[src/rtl/fb_pkg.sv]
// Framebuffer geometry, palette entries and the write-arbiter state encoding
// shared by the pixel writers and the framebuffer write path.
package fb_pkg;

    localparam int SCREEN_W = 176;
    localparam int SCREEN_H = 120;
    localparam int FB_DEPTH = SCREEN_W * SCREEN_H;

    localparam logic [2:0] COLOR_SCREEN = 3'b101;
    localparam logic [2:0] COLOR_OBJECT = 3'b111;

    typedef enum logic {
        CLEAR = 1'b0,
        ARB   = 1'b1
    } fb_state_e;

endpackage

[src/rtl/fb_write_arbiter_rr_arbiter.sv]
// Combinational round-robin picker: first asserted request above ptr, wrapping,
// returned as a one-hot grant and its index.
module rr_arbiter #(
    parameter int NREQ = 4,
    parameter int PW   = (NREQ > 1) ? $clog2(NREQ) : 1
) (
    input  logic [NREQ-1:0] req,
    input  logic [PW-1:0]   ptr,
    output logic [NREQ-1:0] gnt,
    output logic [PW-1:0]   gnt_idx
);

    logic [PW-1:0] cand;

    // Scan from the farthest candidate down so the nearest one after ptr wins.
    always_comb begin
        gnt     = '0;
        gnt_idx = '0;
        cand    = '0;
        for (int k = NREQ; k >= 1; k--) begin
            cand = PW'((int'(ptr) + k) % NREQ);
            if (req[cand]) begin
                gnt       = '0;
                gnt[cand] = 1'b1;
                gnt_idx   = cand;
            end
        end
    end

endmodule

[src/rtl/fb_write_arbiter.sv]
// Shares the single framebuffer write port between pixel writers round-robin
// and fills the screen with the background colour after reset or on request.
module fb_write_arbiter
    import fb_pkg::*;
#(
    parameter int              AW          = 15,
    parameter int              DW          = 3,
    parameter int              NREQ        = 4,
    parameter int              SCREEN_W    = 176,
    parameter int              SCREEN_H    = 120,
    parameter logic [DW-1:0]   CLEAR_COLOR = COLOR_SCREEN
) (
    input  logic                 clk,
    input  logic                 rst,
    input  logic                 clr_start,
    output logic                 clr_busy,
    input  logic [NREQ-1:0]      req_valid,
    input  logic [NREQ*AW-1:0]   req_addr,
    input  logic [NREQ*DW-1:0]   req_data,
    output logic [NREQ-1:0]      req_ready,
    output logic [AW-1:0]        mem_px_addr,
    output logic [DW-1:0]        mem_px_data,
    output logic                 px_wr,
    output logic                 oob_err
);

    localparam int            PW        = (NREQ > 1) ? $clog2(NREQ) : 1;
    localparam int            DEPTH     = SCREEN_W * SCREEN_H;
    localparam logic [AW-1:0] LAST_ADDR = AW'(DEPTH - 1);
    localparam logic [AW:0]   DEPTH_X   = (AW+1)'(DEPTH);

    fb_state_e      state_q, state_d;
    logic [AW-1:0]  cnt_q, cnt_d;
    logic [PW-1:0]  ptr_q, ptr_d;
    logic           wr_q, wr_d;
    logic [AW-1:0]  addr_q, addr_d;
    logic [DW-1:0]  data_q, data_d;
    logic           oob_q, oob_d;

    logic [NREQ-1:0] gnt;
    logic [PW-1:0]   gnt_idx;
    logic [AW-1:0]   g_addr;
    logic [DW-1:0]   g_data;

    rr_arbiter #(
        .NREQ (NREQ),
        .PW   (PW)
    ) u_rr (
        .req     (req_valid),
        .ptr     (ptr_q),
        .gnt     (gnt),
        .gnt_idx (gnt_idx)
    );

    always_comb begin
        g_addr = '0;
        g_data = '0;
        for (int i = 0; i < NREQ; i++) begin
            if (gnt[i]) begin
                g_addr = req_addr[i*AW +: AW];
                g_data = req_data[i*DW +: DW];
            end
        end
    end

    always_comb begin
        state_d   = state_q;
        cnt_d     = cnt_q;
        ptr_d     = ptr_q;
        wr_d      = 1'b0;
        addr_d    = addr_q;
        data_d    = data_q;
        oob_d     = 1'b0;
        req_ready = '0;
        unique case (state_q)
            CLEAR: begin
                wr_d   = 1'b1;
                addr_d = cnt_q;
                data_d = CLEAR_COLOR;
                if (cnt_q == LAST_ADDR) begin
                    state_d = ARB;
                    cnt_d   = '0;
                end else begin
                    cnt_d = cnt_q + 1'b1;
                end
            end
            ARB: begin
                req_ready = gnt;
                if (|gnt) begin
                    ptr_d = gnt_idx;
                    // Off-screen writes are consumed but never reach memory.
                    if ({1'b0, g_addr} < DEPTH_X) begin
                        wr_d   = 1'b1;
                        addr_d = g_addr;
                        data_d = g_data;
                    end else begin
                        oob_d = 1'b1;
                    end
                end
                if (clr_start) begin
                    state_d = CLEAR;
                    cnt_d   = '0;
                end
            end
            default: ;
        endcase
    end

    always_ff @(posedge clk) begin
        if (rst) begin
            state_q <= CLEAR;
            cnt_q   <= '0;
            ptr_q   <= PW'(NREQ - 1);
            wr_q    <= 1'b0;
            addr_q  <= '0;
            data_q  <= '0;
            oob_q   <= 1'b0;
        end else begin
            state_q <= state_d;
            cnt_q   <= cnt_d;
            ptr_q   <= ptr_d;
            wr_q    <= wr_d;
            addr_q  <= addr_d;
            data_q  <= data_d;
            oob_q   <= oob_d;
        end
    end

    assign clr_busy    = (state_q == CLEAR);
    assign px_wr       = wr_q;
    assign mem_px_addr = addr_q;
    assign mem_px_data = data_q;
    assign oob_err     = oob_q;

endmodule

[config.mk]
export PLATFORM = sky130hd
export DESIGN_NAME = fb_write_arbiter
export DESIGN_NICKNAME = d
export VERILOG_FILES = /design/src/rtl/fb_pkg.sv /design/src/rtl/fb_write_arbiter_rr_arbiter.sv /design/src/rtl/fb_write_arbiter.sv
export SDC_FILE = /design/constraint.sdc
export NUM_CORES = 1
export LEC_CHECK = 0
export CAP_MARGIN = 20
export CORE_ASPECT_RATIO = 0.7
export CORE_MARGIN = 3
export CORE_UTILIZATION = 43
export CTS_CLUSTER_SIZE = 28
export DETAILED_ROUTE_END_ITERATION = 7
export PLACE_DENSITY = 0.79
export SYNTH_ARGS = -nofsm -noshare
export SYNTH_HDL_FRONTEND = slang
export SYNTH_SLANG_ARGS = --single-unit
[constraint.sdc]
create_clock -name clk -period 3.9 [get_ports clk]
set_input_delay 1.17 -clock clk [delete_from_list [all_inputs] [get_ports clk]]
set_output_delay 1.17 -clock clk [all_outputs]
set_load 0.005 [all_outputs]
==> out/metrics.yaml <==
timing:
  setup_viol: 0
  hold_viol: 0
  fmax_ghz: 0.259
  rsz0062_at_grt: "true"
  finalCritPeriodShare: 0.991
  tightest_slew_ps: 732
  fin_crit_ps: 3870
  skew_ps: 4.61
  slew_headroom: 0.510
  whs_ps: 482
  slew_viol_final: 0
setup_path:
  path_buf_inv: 3
  r2r_end: "mem_px_addr[5]"
  slowest_delay_ps: 520
  cp-start-kind: "input pin"
  crit_start: "req_valid[1]"
  r2r_setup_slack_ps: 250
  path_delay_family: "multiplexers"
  endpoint: "req_ready[1]"
  r2r_cells: 14
  path_max_fanout: 6
  crit_chain: "buf_6 > mux4_2 > buf_6 > a21oi_4 > nand3_2 > o21ai_4 > nor2_1 > clkdlybuf4s15_2"
  required_ps: 2730
  cp_slowest_cell: "mux4_2"
  crit_arrival_ps: 2700
  crit_cells: 8
  crit_type: "in -> out"
  end_kind: "output port"
  r2r-start: "ptr_q[1]"
  cp_common_cell: "buf_6"
layout:
  stdcell_count: 648
  diodes: 0
  multiInputGateArea_um2: 2360
  syn_to_final_growth_pct: 53.1
  drive_gt1_frac: 0.226
  fill_cells: 549
  seqCellArea_um2: 761
  fin_nets: 640
clock_network:
  cts-hold-fix-buffers: 0
  cts_num_sinks: 38
  path_clk_slew_ps: 70
  clock-root-buffer: "clkbuf_8"
  cts_buffers: 5
  clock_latency_ps: 290
  h-tree-depth: 2
  cts_tree: "built"
  cts.path.max_buffers: 2
power_and_ir_drop:
  power.density_nw_per_um2: 218
  ir_drop_v: 0.000152
  finalPower_mw: 1.07
  p_leak_nw: 1.85
global_routing:
  grt_antenna_before_repair: 0
  grt_pass1_vias: 3783
  grt_max_degree: 46
  overflow: 0
  grt_pass1_wl_mm: 18.4
  grtUsageTotal: 0.270
synthesis:
  synth.distinct_cells: 67
  async_flop_share: 0
  syn_avg_cell_area_um2: 7.75
  yosysTopAreaCell: "dfxtp_1"
  ys_seq_area_frac: 0.238
  synth_edf_count: 0
  syn_nets: 499
  ys_ff_latch: 38
  synth_top_area_share: 0.238
  synth_commonest_cells: "nor2_1, nand2_1, dfxtp_1, o21ai_0, a21oi_1"
  synth_area_um2: 3190
  netlist_top_cells_area: "dfxtp_1, nor2_1, o21ai_0"
  synthCells: 412
  ys_warn_count: 0
  ys.flop_type: "dfxtp_1"
  synth.most_common_cell: "nor2_1"
detailed_routing:
  avgRoutedWirePerCell_um: 18.0
  first_pass_iters: 6
  route.detailed.drc: 0
  vias: 3894
  ant_nets: 0
  vias_per_cell: 6.01
  drt-total-wl_mm: 11.7
  drtIter0Drc: 259
floorplanning:
  dieArea_um2: 8510
  die_h_um: 78.1
  initial_core_util: 0.458
  rows: 25
  core_area_um2: 6980
  die_w_um: 109
  ios: 104
placed_design:
  place_inst: 631
  gp_congestion: 0.888
  hpwlAfterDp_mm: 8.74
  port-buffer-count: 103
worst_hold_path:
  worstHoldPathType: "reg -> reg"
run:
  cap_violations: 0
run_status:
  status: "finished, final reports clean"
power by group:
group          internal (mW)  switching, mW
Combinational          0.210          0.171
Clock                  0.143          0.143
Sequential             0.394        0.00508
Total                  0.747          0.319
worst min-delay path by stage:
stage,end,depth (start not counted),slack (ps),startpoint
after floorplan,mem_px_addr[14],2,460,mem_px_addr[14]
after global placement,mem_px_addr[14],2,470,mem_px_addr[14]
after detailed placement,mem_px_addr[14],2,480,mem_px_addr[14]
after CTS,mem_px_addr[14],2,490,mem_px_addr[14]
after global routing,mem_px_addr[9],2,540,cnt_q[9]
final,mem_px_addr[14],2,480,mem_px_addr[14]
routing by layer:
| layer | share of wire | track usage |
|---|---|---|
| met5 | 0 | 0 |
| met4 | 0.0089 | 0.0479 |
| met3 | 0.097 | 0.0518 |
| met2 | 0.44 | 0.426 |
| met1 | 0.45 | 0.387 |
cell families (layout without fill, tap and decap cells):
family / Yosys count / count (layout) / synth area share
compound gates: 143 / 143 / 0.322
fa+ha+maj: 8 / 8 / 0.0314
flops: 38 / 38 / 0.238
mux: 18 / 18 / 0.0729
xor+xnor: 1 / 1 / 0.00274
buf+inv: 41 / 183 / 0.0682
simple gates: 163 / 163 / 0.265
cells in the final DEF (no fill, tap or decap), drive strengths merged, types with 10 or more instances in the layout:
master / Yosys / routed
a21oi: 29 / 29
a221oi: 10 / 10
a311oi: 10 / 10
buf: 13 / 72
clkdlybuf4s50: 0 / 95
dfxtp: 38 / 38
mux2i: 12 / 12
nand2: 39 / 39
nand3: 10 / 10
nor2: 50 / 50
o21ai: 42 / 42
registers in the layout, summed over array words and instances (netlist names):
register	flops
oob_err	1
ptr_q	2
px_wr	1
state_q	1
mem_px_addr	15
cnt_q	15
mem_px_data	3
repair_timing:
item	in CTS	in global routing
resized for setup	40	31
pin swaps	5	13
cloned	0	0
setup buffers	2	7
setup endpoints to repair	26	24
layout make-up:
cell class / instances / area share
clock buffers: 7 / 0.0177
clock inverters: 1 / 0.00102
inverters: 7 / 0.00538
multi-input cells: 333 / 0.482
flip-flops and latches: 38 / 0.156
well taps: 94 / 0.0241
repair buffers: 168 / 0.314
worst reg2reg max path: stages (launching register included):
cell      delay [ps]
dfxtp_1          340
inv_1            100
ha_1             360
mux4_2           560
nor3b_4          270
and2_4           210
o21ai_4           50
buf_4            170
a311oi_2         280
o21ai_2          150
nor4_4           320
a21oi_2          110
buf_12           170
or3_1            390
o211ai_1         100
stage by stage:
stage                     cell area [um^2]  setup WS [ps]   util  TNS [ps]
after CTS                             4720          -46.8  0.676     -48.5
after global placement                4590           -799  0.658    -16800
after detailed placement              4590           -797  0.658    -18190
after floorplan                       3200          -49.8      -     -49.8
after global routing                  4890          -89.6  0.700      -504
final                                 4890           33.8  0.700         0
No activity file was read; power rests on OpenSTA's default activity.
